<file path="config.mk">
export PLATFORM = sky130hd
export DESIGN_NAME = control_sequencer
export DESIGN_NICKNAME = d
export VERILOG_FILES = /design/src/rtl/control_sequencer_pkg.sv /design/src/rtl/control_sequencer_decode.sv /design/src/rtl/control_sequencer.sv
export SDC_FILE = /design/constraint.sdc
export NUM_CORES = 1
export LEC_CHECK = 0
export CAP_MARGIN = 15
export CORE_MARGIN = 4
export CORE_UTILIZATION = 37
export DETAILED_ROUTE_END_ITERATION = 10
export PLACE_DENSITY = 0.89
export SYNTH_ARGS = -nofsm -noshare
export SYNTH_HDL_FRONTEND = slang
export SYNTH_SLANG_ARGS = --single-unit
</file>
<file path="constraint.sdc">
create_clock -name Clock -period 4.7 [get_ports Clock]
set_input_delay 1.175 -clock Clock [delete_from_list [all_inputs] [get_ports Clock]]
set_output_delay 1.175 -clock Clock [all_outputs]
set_load 0.01 [all_outputs]
</file>
<file path="src/rtl/control_sequencer_pkg.sv">
// Shared encodings for the hardwired control sequencer: opcodes, ALU function
// codes, state codes (also visible on the debug step port), opcode classes and
// the strobe bundle passed from the decoder to the top.
// Build option: MUL_DIV_EN -- when defined, mul/div are decoded; otherwise they
// fall into the nop class and ALU_MUL/ALU_DIV are never issued.
package control_sequencer_pkg;

   localparam logic [4:0] OP_LD   = 5'b00000;
   localparam logic [4:0] OP_LDI  = 5'b00001;
   localparam logic [4:0] OP_ST   = 5'b00010;
   localparam logic [4:0] OP_ADD  = 5'b00011;
   localparam logic [4:0] OP_SUB  = 5'b00100;
   localparam logic [4:0] OP_AND  = 5'b00101;
   localparam logic [4:0] OP_OR   = 5'b00110;
   localparam logic [4:0] OP_SHR  = 5'b00111;
   localparam logic [4:0] OP_SHL  = 5'b01000;
   localparam logic [4:0] OP_ADDI = 5'b01100;
   localparam logic [4:0] OP_ANDI = 5'b01101;
   localparam logic [4:0] OP_ORI  = 5'b01110;
   localparam logic [4:0] OP_MUL  = 5'b01111;
   localparam logic [4:0] OP_DIV  = 5'b10000;
   localparam logic [4:0] OP_NEG  = 5'b10001;
   localparam logic [4:0] OP_NOT  = 5'b10010;
   localparam logic [4:0] OP_NOP  = 5'b11010;
   localparam logic [4:0] OP_HALT = 5'b11011;

   localparam logic [3:0] ALU_ADD = 4'd0;
   localparam logic [3:0] ALU_SUB = 4'd1;
   localparam logic [3:0] ALU_AND = 4'd2;
   localparam logic [3:0] ALU_OR  = 4'd3;
   localparam logic [3:0] ALU_SHR = 4'd4;
   localparam logic [3:0] ALU_SHL = 4'd5;
   localparam logic [3:0] ALU_NOT = 4'd6;
   localparam logic [3:0] ALU_NEG = 4'd7;
   localparam logic [3:0] ALU_MUL = 4'd8;
   localparam logic [3:0] ALU_DIV = 4'd9;

   typedef enum logic [3:0] {
      ST_IDLE = 4'd0,
      ST_T0   = 4'd1,
      ST_T1   = 4'd2,
      ST_T2   = 4'd3,
      ST_T3   = 4'd4,
      ST_T4   = 4'd5,
      ST_T5   = 4'd6,
      ST_T6   = 4'd7,
      ST_T7   = 4'd8,
      ST_HALT = 4'd9
   } state_t;

   typedef enum logic [3:0] {
      CLS_NOP,
      CLS_RFMT,
      CLS_IMM,
      CLS_UNARY,
      CLS_LDI,
      CLS_LD,
      CLS_ST,
      CLS_MULDIV,
      CLS_HALT
   } op_class_t;

   typedef struct packed {
      logic       pc_out;
      logic       pc_in;
      logic       inc_pc;
      logic       mar_in;
      logic       mdr_in;
      logic       mdr_out;
      logic       rd;
      logic       wr;
      logic       ir_in;
      logic       y_in;
      logic       zhi_in;
      logic       zlo_in;
      logic       zhigh_out;
      logic       zlow_out;
      logic       hi_in;
      logic       lo_in;
      logic       gra;
      logic       grb;
      logic       grc;
      logic       r_in;
      logic       r_out;
      logic       ba_out;
      logic       c_out;
      logic       done;
      logic       halted;
      logic [3:0] alu_op;
   } ctrl_t;

   function automatic op_class_t op_class(input logic [4:0] op);
      op_class_t c;
      case (op)
         OP_ADD, OP_SUB, OP_AND, OP_OR, OP_SHR, OP_SHL: c = CLS_RFMT;
         OP_ADDI, OP_ANDI, OP_ORI:                      c = CLS_IMM;
         OP_NEG, OP_NOT:                                c = CLS_UNARY;
         OP_LDI:                                        c = CLS_LDI;
         OP_LD:                                         c = CLS_LD;
         OP_ST:                                         c = CLS_ST;
         OP_HALT:                                       c = CLS_HALT;
`ifdef MUL_DIV_EN
         OP_MUL, OP_DIV:                                c = CLS_MULDIV;
`endif
         default:                                       c = CLS_NOP;
      endcase
      return c;
   endfunction

   function automatic logic [3:0] op_alu(input logic [4:0] op);
      logic [3:0] a;
      case (op)
         OP_SUB:          a = ALU_SUB;
         OP_AND, OP_ANDI: a = ALU_AND;
         OP_OR,  OP_ORI:  a = ALU_OR;
         OP_SHR:          a = ALU_SHR;
         OP_SHL:          a = ALU_SHL;
         OP_NEG:          a = ALU_NEG;
         OP_NOT:          a = ALU_NOT;
`ifdef MUL_DIV_EN
         OP_MUL:          a = ALU_MUL;
         OP_DIV:          a = ALU_DIV;
`endif
         default:         a = ALU_ADD;
      endcase
      return a;
   endfunction

endpackage

</file>
<file path="src/rtl/control_sequencer_decode.sv">
// control_decode: purely combinational (state, opcode) -> strobe bundle.
// Ports: state_i current step, opcode_i IR[31:27], mem_ready_i (only used for
// the st write step, whose Done coincides with memory completion),
// t1_first_i high in the first T1 cycle (PCin is a one-shot), ctrl_o strobes.
// Build option: MUL_DIV_EN (via op_class in the package).
module control_decode
   import control_sequencer_pkg::*;
(
   input  state_t     state_i,
   input  logic [4:0] opcode_i,
   input  logic       mem_ready_i,
   input  logic       t1_first_i,
   output ctrl_t      ctrl_o
);

   op_class_t cls;
   logic [3:0] alu;

   assign cls = op_class(opcode_i);
   assign alu = op_alu(opcode_i);

   always_comb begin
      ctrl_o = '0;
      case (state_i)
         ST_T0: begin
            ctrl_o.pc_out = 1'b1;
            ctrl_o.mar_in = 1'b1;
            ctrl_o.inc_pc = 1'b1;
            ctrl_o.zlo_in = 1'b1;
            ctrl_o.alu_op = ALU_ADD;
         end
         ST_T1: begin
            ctrl_o.zlow_out = 1'b1;
            ctrl_o.pc_in    = t1_first_i;
            ctrl_o.rd       = 1'b1;
            ctrl_o.mdr_in   = 1'b1;
         end
         ST_T2: begin
            ctrl_o.mdr_out = 1'b1;
            ctrl_o.ir_in   = 1'b1;
         end
         ST_T3: begin
            case (cls)
               CLS_RFMT, CLS_IMM: begin
                  ctrl_o.grb = 1'b1; ctrl_o.r_out = 1'b1; ctrl_o.y_in = 1'b1;
               end
               CLS_UNARY: begin
                  ctrl_o.grb = 1'b1; ctrl_o.r_out = 1'b1;
                  ctrl_o.zlo_in = 1'b1; ctrl_o.alu_op = alu;
               end
               CLS_LDI, CLS_LD, CLS_ST: begin
                  ctrl_o.grb = 1'b1; ctrl_o.ba_out = 1'b1; ctrl_o.y_in = 1'b1;
               end
               CLS_MULDIV: begin
                  ctrl_o.gra = 1'b1; ctrl_o.r_out = 1'b1; ctrl_o.y_in = 1'b1;
               end
               CLS_NOP: ctrl_o.done = 1'b1;
               default: ;
            endcase
         end
         ST_T4: begin
            case (cls)
               CLS_RFMT: begin
                  ctrl_o.grc = 1'b1; ctrl_o.r_out = 1'b1;
                  ctrl_o.zlo_in = 1'b1; ctrl_o.alu_op = alu;
               end
               CLS_IMM: begin
                  ctrl_o.c_out = 1'b1; ctrl_o.zlo_in = 1'b1; ctrl_o.alu_op = alu;
               end
               CLS_UNARY: begin
                  ctrl_o.zlow_out = 1'b1; ctrl_o.gra = 1'b1;
                  ctrl_o.r_in = 1'b1; ctrl_o.done = 1'b1;
               end
               CLS_LDI, CLS_LD, CLS_ST: begin
                  ctrl_o.c_out = 1'b1; ctrl_o.zlo_in = 1'b1; ctrl_o.alu_op = ALU_ADD;
               end
               CLS_MULDIV: begin
                  ctrl_o.grb = 1'b1; ctrl_o.r_out = 1'b1; ctrl_o.zhi_in = 1'b1;
                  ctrl_o.zlo_in = 1'b1; ctrl_o.alu_op = alu;
               end
               default: ;
            endcase
         end
         ST_T5: begin
            case (cls)
               CLS_RFMT, CLS_IMM, CLS_LDI: begin
                  ctrl_o.zlow_out = 1'b1; ctrl_o.gra = 1'b1;
                  ctrl_o.r_in = 1'b1; ctrl_o.done = 1'b1;
               end
               CLS_LD, CLS_ST: begin
                  ctrl_o.zlow_out = 1'b1; ctrl_o.mar_in = 1'b1;
               end
               CLS_MULDIV: begin
                  ctrl_o.zlow_out = 1'b1; ctrl_o.lo_in = 1'b1;
               end
               default: ;
            endcase
         end
         ST_T6: begin
            case (cls)
               CLS_LD: begin
                  ctrl_o.rd = 1'b1; ctrl_o.mdr_in = 1'b1;
               end
               CLS_ST: begin
                  ctrl_o.gra = 1'b1; ctrl_o.r_out = 1'b1; ctrl_o.mdr_in = 1'b1;
               end
               CLS_MULDIV: begin
                  ctrl_o.zhigh_out = 1'b1; ctrl_o.hi_in = 1'b1; ctrl_o.done = 1'b1;
               end
               default: ;
            endcase
         end
         ST_T7: begin
            case (cls)
               CLS_LD: begin
                  ctrl_o.mdr_out = 1'b1; ctrl_o.gra = 1'b1;
                  ctrl_o.r_in = 1'b1; ctrl_o.done = 1'b1;
               end
               CLS_ST: begin
                  ctrl_o.wr   = 1'b1;
                  ctrl_o.done = mem_ready_i;
               end
               default: ;
            endcase
         end
         ST_HALT: ctrl_o.halted = 1'b1;
         default: ;
      endcase
   end

endmodule

</file>
<file path="src/rtl/control_sequencer.sv">
// control_sequencer: hardwired T0..T7 control-step sequencer for the
// register-transfer datapath. Holds the state register and next-state logic;
// strobes come from control_decode.
// Inputs: Clock, Clear (sync, active-high), Run, IR[31:0], MemReady.
// Outputs: PC/memory/special-register/register-select strobes, alu_op[3:0],
// Done (final-step pulse), Halted, step[3:0] (state code, debug).
// Build option: MUL_DIV_EN enables mul/div execution.
//
// state | meaning
// IDLE  | waiting for Run, all strobes low
// T0    | PC -> MAR, PC+1 -> Z
// T1    | read instruction, Z -> PC on first cycle; waits on MemReady
// T2    | MDR -> IR
// T3-T7 | execute steps, per opcode class
// HALT  | Halted high, left only by Clear
module control_sequencer
   import control_sequencer_pkg::*;
(
   input  logic        Clock,
   input  logic        Clear,
   input  logic        Run,
   input  logic [31:0] IR,
   input  logic        MemReady,
   output logic        PCout,
   output logic        PCin,
   output logic        IncPC,
   output logic        MARin,
   output logic        MDRin,
   output logic        MDRout,
   output logic        Read,
   output logic        Write,
   output logic        IRin,
   output logic        Yin,
   output logic        ZHIin,
   output logic        ZLOin,
   output logic        Zhighout,
   output logic        Zlowout,
   output logic        HIin,
   output logic        LOin,
   output logic        Gra,
   output logic        Grb,
   output logic        Grc,
   output logic        Rin,
   output logic        Rout,
   output logic        BAout,
   output logic        Cout,
   output logic [3:0]  alu_op,
   output logic        Done,
   output logic        Halted,
   output logic [3:0]  step
);

   state_t     state_q, state_d;
   logic       t1_wait_q, t1_wait_d;
   logic [4:0] opcode;
   op_class_t  cls;
   ctrl_t      ctrl;
   logic       unused_ir;

   assign opcode    = IR[31:27];
   assign cls       = op_class(opcode);
   assign unused_ir = ^IR[26:0];

   // Set after any T1 cycle that stays in T1, so PCin fires only once.
   assign t1_wait_d = (state_q == ST_T1) && (state_d == ST_T1);

   control_decode u_decode (
      .state_i     (state_q),
      .opcode_i    (opcode),
      .mem_ready_i (MemReady),
      .t1_first_i  (~t1_wait_q),
      .ctrl_o      (ctrl)
   );

   always_ff @(posedge Clock) begin
      if (Clear) begin
         state_q   <= ST_IDLE;
         t1_wait_q <= 1'b0;
      end else begin
         state_q   <= state_d;
         t1_wait_q <= t1_wait_d;
      end
   end

   always_comb begin
      state_d = state_q;
      case (state_q)
         ST_IDLE: if (Run) state_d = ST_T0;
         ST_T0:   state_d = ST_T1;
         ST_T1:   if (MemReady) state_d = ST_T2;
         ST_T2:   state_d = ST_T3;
         ST_T3:   state_d = (cls == CLS_HALT) ? ST_HALT : ST_T4;
         ST_T4:   state_d = ST_T5;
         ST_T5:   state_d = ST_T6;
         ST_T6:   if (!(cls == CLS_LD && !MemReady)) state_d = ST_T7;
         ST_T7:   state_d = ST_T7;
         ST_HALT: state_d = ST_HALT;
         default: state_d = ST_IDLE;
      endcase
      // The Done step ends every instruction regardless of where it falls;
      // st at T7 only raises Done once memory accepts the write.
      if (ctrl.done) state_d = Run ? ST_T0 : ST_IDLE;
   end

   always_comb begin
      PCout    = ctrl.pc_out;
      PCin     = ctrl.pc_in;
      IncPC    = ctrl.inc_pc;
      MARin    = ctrl.mar_in;
      MDRin    = ctrl.mdr_in;
      MDRout   = ctrl.mdr_out;
      Read     = ctrl.rd;
      Write    = ctrl.wr;
      IRin     = ctrl.ir_in;
      Yin      = ctrl.y_in;
      ZHIin    = ctrl.zhi_in;
      ZLOin    = ctrl.zlo_in;
      Zhighout = ctrl.zhigh_out;
      Zlowout  = ctrl.zlow_out;
      HIin     = ctrl.hi_in;
      LOin     = ctrl.lo_in;
      Gra      = ctrl.gra;
      Grb      = ctrl.grb;
      Grc      = ctrl.grc;
      Rin      = ctrl.r_in;
      Rout     = ctrl.r_out;
      BAout    = ctrl.ba_out;
      Cout     = ctrl.c_out;
      alu_op   = ctrl.alu_op;
      Done     = ctrl.done;
      Halted   = ctrl.halted;
      step     = state_q;
   end

endmodule
</file>
==> results of run 1 <==
layer usage:
layer  track usage, %  share of wire (%)  up-vias
met5                0                  0        -
met4             4.41                1.9        0
met3             3.78                7.3       12
met2             35.3                 49       86
met1             23.9                 42      717
li1                 -                  -      751
layout make-up:
cell class	instances	area, µm²
Multi-Input combinational cell	136	1010
Clock buffer	4	26.3
Timing Repair Buffer	90	766
Sequential cell	5	100
Inverter	7	26.3
Fill cell	210	836
Tap cell	31	38.8
final timing paths:
kind | from | endpoint | cells after the start
worst min register to register | step[1] | step[2] | 2
worst min-delay path | step[1] | step[2] | 2
worst max-delay path | IR[28] | Zlowout | 10
worst max register to register | step[2] | step[1] | 8
cell usage in the layout, fill, tap and decap left out, types with 5 or more instances in the layout:
master / n
buf_4: 49
nor2_1: 21
clkdlybuf4s50_1: 18
nand2_1: 16
a21oi_1: 11
dlygate4sd2_1: 9
nor3_1: 8
dlymetal6s2s_1: 7
inv_1: 6
nand2b_1: 5
nor4_2: 5
dfxtp_1: 5
sequential cells by signal, summed over array words and instances (netlist names):
| signal | cells |
|---|---|
| step | 4 |
| t1_wait_q | 1 |
synth_stat cells, types with 2 or more instances:
cell | instances | share of area, %
a311oi_1 | 2 | 1.6
nor2_1 | 24 | 8.2
nor2b_1 | 4 | 2.3
nor4_2 | 4 | 4.5
inv_1 | 7 | 2.4
o32ai_1 | 2 | 1.6
a31oi_1 | 4 | 2.3
o21ai_0 | 2 | 0.91
dfxtp_1 | 5 | 9.1
o31ai_1 | 2 | 1.4
nor4_1 | 2 | 1.1
clkbuf_1 | 5 | 1.7
and2_1 | 3 | 1.7
o2111ai_1 | 2 | 1.6
nand2_1 | 16 | 5.4
buf_2 | 4 | 1.8
nor4b_1 | 4 | 3.2
nand3_1 | 3 | 1.4
buf_4 | 3 | 2.0
a21oi_1 | 11 | 5.0
ha_1 | 5 | 5.7
nor3_1 | 9 | 4.1
buf_6 | 2 | 2.0
nand2b_1 | 5 | 2.8
nand3b_1 | 3 | 2.0
power by group through the flow:
stage,combinational [W],sequential [W],clock (W)
2_1_floorplan,0.0000696,0.0000491,0
3_3_place_gp,0.000123,0.0000532,0
3_5_place_dp,0.000127,0.0000535,0
4_1_cts,0.000135,0.0000526,0.0000552
5_1_grt,0.000153,0.0000540,0.0000570
6_report,0.000143,0.0000530,0.0000533
logic make-up (layout without fill, tap and decap cells):
group / Yosys count / after routing / share of synthesized area [%]
simple gates: 87 / 87 / 45.0
other cells: 1 / 1 / 0.340
buf+inv: 21 / 101 / 9.98
flops: 5 / 5 / 9.07
mux: 2 / 2 / 3.06
compound gates: 41 / 41 / 26.9
fa+ha+maj: 5 / 5 / 5.67
per-stage QoR:
stage	setup WS, ps	hold slack [ps]	std cells	setup TNS (ps)
after floorplan	563	641	162	0
after global placement	-367	692	264	-2760
after detailed placement	-423	711	264	-3560
after CTS	-72.1	717	272	-201
after global routing	-16.0	800	273	-30.0
final	53.3	732	273	0
critical path, cell delays in order:
cell             delay, ps
clkdlybuf4s50_1        410
buf_4                  150
ha_1                   190
or4_4                  480
o2bb2ai_2              210
buf_4                  140
a311oi_2                50
a2111oi_0              390
or2_1                  150
clkbuf_2               120
timing repair:
action                                  CTS  global route
hold buffers                              0             0
pin swaps                                 7             7
endpoints found under the setup margin   21            17
buffers inserted                          4             1
cloned                                    0             0
gates resized for setup                  38            21
==> out/metrics.cfg, run 1 <==
[setup_path]
crit_path_end_kind = output pin
worst_ep_arrival_time_ps = 3470
critPathKind = in -> out
worst-path-max-fanout = 5
critPathLaunchType = input pin
required_ps = 3520
reg2reg_setup_slack_ps = 2470

[placement]
place_area_mm2 = 0.00180
io_buffers = 40
gp_congestion = 0.923
hpwlAfterDp_mm = 2.92

[job]
cap_violations = 0

[floorplanning]
io_pins = 69
num_rows = 19
start_util_pct = 39.3
die-area_mm2 = 0.00392
core_mm2 = 0.00281
die_w_um = 62.6
die_h_um = 62.6

[power]
p_leak_nw = 0.970
switching_share_pct = 39.2
clock_power_share_pct = 21.4
p_int_w = 0.000151
p_seq_share_pct = 21.3
comb_power_share_pct = 57.3
power_density_mw_per_mm2 = 127
power_switching_w = 0.0000977
power.total_w = 0.000249
vdd_drop_max_v = 0.0000711

[synthesis]
syn_inst = 162
synth_edf_count = 0
synthesis.nets = 203
ys_ff_latch = 5
yosysSeqAreaShare_pct = 9.07
ys_warn_count = 0
postSynthAreaPerCell_um2 = 6.81
synth_flop_cell = dfxtp_1
synth_cell_types = 54
syn-cell-area_mm2 = 0.00110
async_flop_share_pct = 0

[drt]
drt_iter0_drc = 135
drc = 0
wl_mm = 4.27
ant_nets = 0
vias = 1566
drt-wirelength-per-cell_um = 15.6
viasPerCell = 5.74
drt_first_pass_iters = 5

[global_route]
grt-ovfl-total = 0
grt_pass1_wl_mm = 6.56
antenna_found_initial = 0
grt_start_max_net_pins = 19
gr-usage-all-layers_pct = 19.6
grt_pass1_vias = 1492

[cts]
clk_pin_slew_ps = 50
ctsRootBufferMaster = clkbuf_4
htree_levels = 1
clock_sinks = 5
cts_tree = done
worst_skew_pair.late_latency_ps = 260
cts_buffers = 3
clock_path_buffers = 2

[timing]
fmax_mhz = 215
setup_viol = 0
rsz0062_at_grt = true
finalHoldViolCount = 0
fin_skew_ps = 2.76
finalCritPeriodShare_pct = 98.9
fin_crit_ps = 4650
worstMarginPinSlew_ps = 568
slew_violations = 0
max-slew-margin-rel_pct = 62.1

[final_layout]
final_util_pct = 70.2
drive_gt1_share_pct = 36.0
antenna_cells = 0
finalInstanceArea_mm2 = 0.00197
syn_to_final_growth_pct = 78.5
fin_nets = 284

[min_path]
hold_class = reg -> reg

[status]
status = finished clean

Power figures use the tool's default switching activity.
==> inputs of run 2 (changes only) <==
--- a/config.mk
+++ b/config.mk
@@ -11,4 +11,5 @@
 export DETAILED_ROUTE_END_ITERATION = 10
 export PLACE_DENSITY = 0.89
+export SETUP_SLACK_MARGIN = 0.1
 export SYNTH_ARGS = -nofsm -noshare
 export SYNTH_HDL_FRONTEND = slang
==> constraint.sdc (replaced) <==
create_clock -name Clock -period 4.7 [get_ports Clock]
set_input_delay 1.175 -clock Clock [delete_from_list [all_inputs] [get_ports Clock]]
set_output_delay 1.175 -clock Clock [all_outputs]
set_load 0.1 [all_outputs]
==> run 2 against run 1 <==
Effect of this change:
- wire length grew 2.1%
- register-to-register slack lost 280 ps
- clock-buffer cell count did not move
- maximum frequency grew 2.1%
- cell area up 12%
- sequential power grew 1%
- global-route usage up 2.0 points
- combinational power grew 66%
- clock power down 8.8%
- critical path depth down 3
- flip-flop and latch count stayed put
- cell count fell by 2.9%
- highest routed layer unchanged
==> out/metrics.cfg, run 2 (synthesis gave the netlist of run 1 again) <==
[drt]
drc = 0  ; unchanged
drt_iter0_drc = 96  ; -29%
drt-wirelength-per-cell_um = 16.5  ; +5.2%
viasPerCell = 5.86  ; +2.1%
vias = 1552  ; -0.89%
ant_nets = 0  ; unchanged
wl_mm = 4.36  ; +2.1%
drt_first_pass_iters = 5  ; unchanged

[timing]
setup_viol = 0  ; unchanged
max-slew-margin-rel_pct = 35.2  ; -27 points
slew_violations = 0  ; unchanged
finalHoldViolCount = 0  ; unchanged
worstMarginPinSlew_ps = 969  ; +402 ps
rsz0062_at_grt = true
fmax_mhz = 220  ; +2.1%
finalCritPeriodShare_pct = 96.8  ; -2.1 points
fin_skew_ps = 0.774  ; -1.98 ps
fin_crit_ps = 4550  ; -97.4 ps

[power]
p_seq_share_pct = 15.8  ; -5.5 points
switching_share_pct = 51.5  ; +12 points
p_leak_nw = 0.902  ; -7.0%
vdd_drop_max_v = 0.000186  ; +160%
clock_power_share_pct = 14.3  ; -7.1 points
p_int_w = 0.000165  ; +8.6%
power_density_mw_per_mm2 = 153  ; +21%
power_switching_w = 0.000175  ; +79%
comb_power_share_pct = 69.9  ; +13 points
power.total_w = 0.000339  ; +36%

[setup_path]
worst_ep_arrival_time_ps = 3370  ; -100 ps
cp_slowest_cell = or4_4
cp_slowest_stage_delay_ps = 630  ; +150 ps
required_ps = 3520  ; about the same
critPathLaunchType = input pin
critPathKind = in -> out
reg2regPathDepth = 8  ; unchanged
worst-path-max-fanout = 5  ; unchanged
cpLargestDelayFamily = simple AND/OR/NAND/NOR gates
crit_start = IR[30]
worst-path-buf-inv = 2  ; -2
reg2reg_setup_slack_ps = 2190  ; -280 ps
crit_path_end_kind = output pin
r2r_start = step[3]
r2r-end = step[1]
path_cells = clkdlybuf4s50_1 > or4_4 > o2bb2ai_2 > a311oi_2 > a2111oi_2 > or2_4 > buf_12

[final_layout]
most-common-layout-cells = 42 x buf_4, 23 x buf_12, 20 x nor2_1, 15 x nand2_1, 14 x clkdlybuf4s50_1
antenna_cells = 0  ; unchanged
fin_nets = 276  ; -2.8%
largest_register_ffs = 4  ; unchanged
final.fill_count = 171  ; -19%
syn_to_final_growth_pct = 100
drive_gt1_share_pct = 48.3  ; +12 points
finalInstanceArea_mm2 = 0.00221  ; +12%
final_common_cell = buf_4
final_util_pct = 78.9  ; +8.7 points

[cts]
htree_levels = 1  ; unchanged
ctsRootBufferMaster = clkbuf_4
cts_tree = done
clock_path_buffers = 2  ; unchanged
worst_skew_pair.late_latency_ps = 240  ; -20 ps
ctsHoldBuffers = 0  ; unchanged
cts_buffers = 3  ; unchanged
clk_pin_slew_ps = 40  ; about the same
clock_sinks = 5  ; unchanged

[placement]
hpwlAfterDp_mm = 3.15  ; +7.8%
gp_congestion = 0.914  ; -0.99%
place_area_mm2 = 0.00205  ; +14%
io_buffers = 40  ; unchanged

[floorplanning]
start_util_pct = 39.3  ; unchanged
core_mm2 = 0.00281  ; unchanged
die_w_um = 62.6  ; unchanged
die_h_um = 62.6  ; unchanged
die-area_mm2 = 0.00392  ; unchanged
num_rows = 19  ; unchanged
io_pins = 69  ; unchanged

[status]
status = finished clean

[global_route]
grt_start_max_net_pins = 19  ; unchanged
grt_pass1_vias = 1509  ; +1.1%
antenna_found_initial = 0  ; unchanged
grt_pass1_wl_mm = 7.05  ; +7.6%
grt-ovfl-total = 0  ; unchanged
gr-usage-all-layers_pct = 21.6  ; +2.0 points

[min_path]
hold_class = reg -> reg
hold-path-cell-count = 2  ; unchanged
hold_start = step[1]
min_to = step[2]

[job]
cap_violations = 0  ; unchanged

[run 2: cell types whose count changed in the layout (fill, tap and decap cells not counted), sizes merged]
cell,before,now
buf,52,65
clkbuf,6,4
clkdlybuf4s15,2,0
clkdlybuf4s50,18,14
dlygate4sd2,9,3
dlymetal6s2s,7,0
[run 2: timing repair]
item                                    in CTS  in global routing
endpoints found under the setup margin      10                  9
gates cloned                                 0                  0
pin swaps                                    5                  6
resized for setup                           14                  5
buffers inserted                             1                  5
[run 2: layout make-up]
| cell class | instances | area (µm²) | area share [%] |
|---|---|---|---|
| clock buffers | 4 | 26.3 | 1.19 |
| flip-flops and latches | 5 | 100 | 4.52 |
| well taps | 31 | 38.8 | 1.75 |
| multi-input cells | 136 | 1080 | 48.8 |
| inverters | 7 | 26.3 | 1.19 |
| repair buffers | 82 | 942 | 42.6 |
[run 2: worst max-delay path by stage]
stage	endpoint	slack, ps	cells past startpoint
after floorplan	alu_op[0]	-660	7
after CTS	Zlowout	160	7
final	Zlowout	150	7
after global placement	Zlowout	-160	10
after global routing	MDRin	80	10
after detailed placement	Zlowout	-290	10
[run 2: power groups by stage]
stage | Combinational [W] | Sequential [W] | Clock, W
after floorplan | 0.000141 | 0.0000629 | 0
after global placement | 0.000219 | 0.0000535 | 0
after detailed placement | 0.000223 | 0.0000538 | 0
after CTS | 0.000230 | 0.0000532 | 0.0000507
after global routing | 0.000247 | 0.0000543 | 0.0000559
final | 0.000237 | 0.0000536 | 0.0000486
[run 2: stage by stage]
stage | worst slack (ps) | std cells | hold WS, ps | setup TNS [ps]
final | 151 | 265 | 750 | 0
after global routing | 81.2 | 265 | 800 | 0
after CTS | 155 | 260 | 742 | 0
after detailed placement | -285 | 255 | 731 | -438
after global placement | -159 | 255 | 711 | -238
after floorplan | -659 | 162 | 1070 | -1750
[run 2: per-layer routing]
layer	up-vias	share of wire (%)	track usage [%]
met5	-	0	0
met4	0	2.3	4.68
met2	79	52	40.1
met1	718	38	25.0
li1	739	-	-
met3	16	7.8	5.04
[run 2: tightest hold or removal path: stages, from the launching register on]
cell and delay, ps:
dfxtp_1 450, nor2_1 190, nor4_2 60
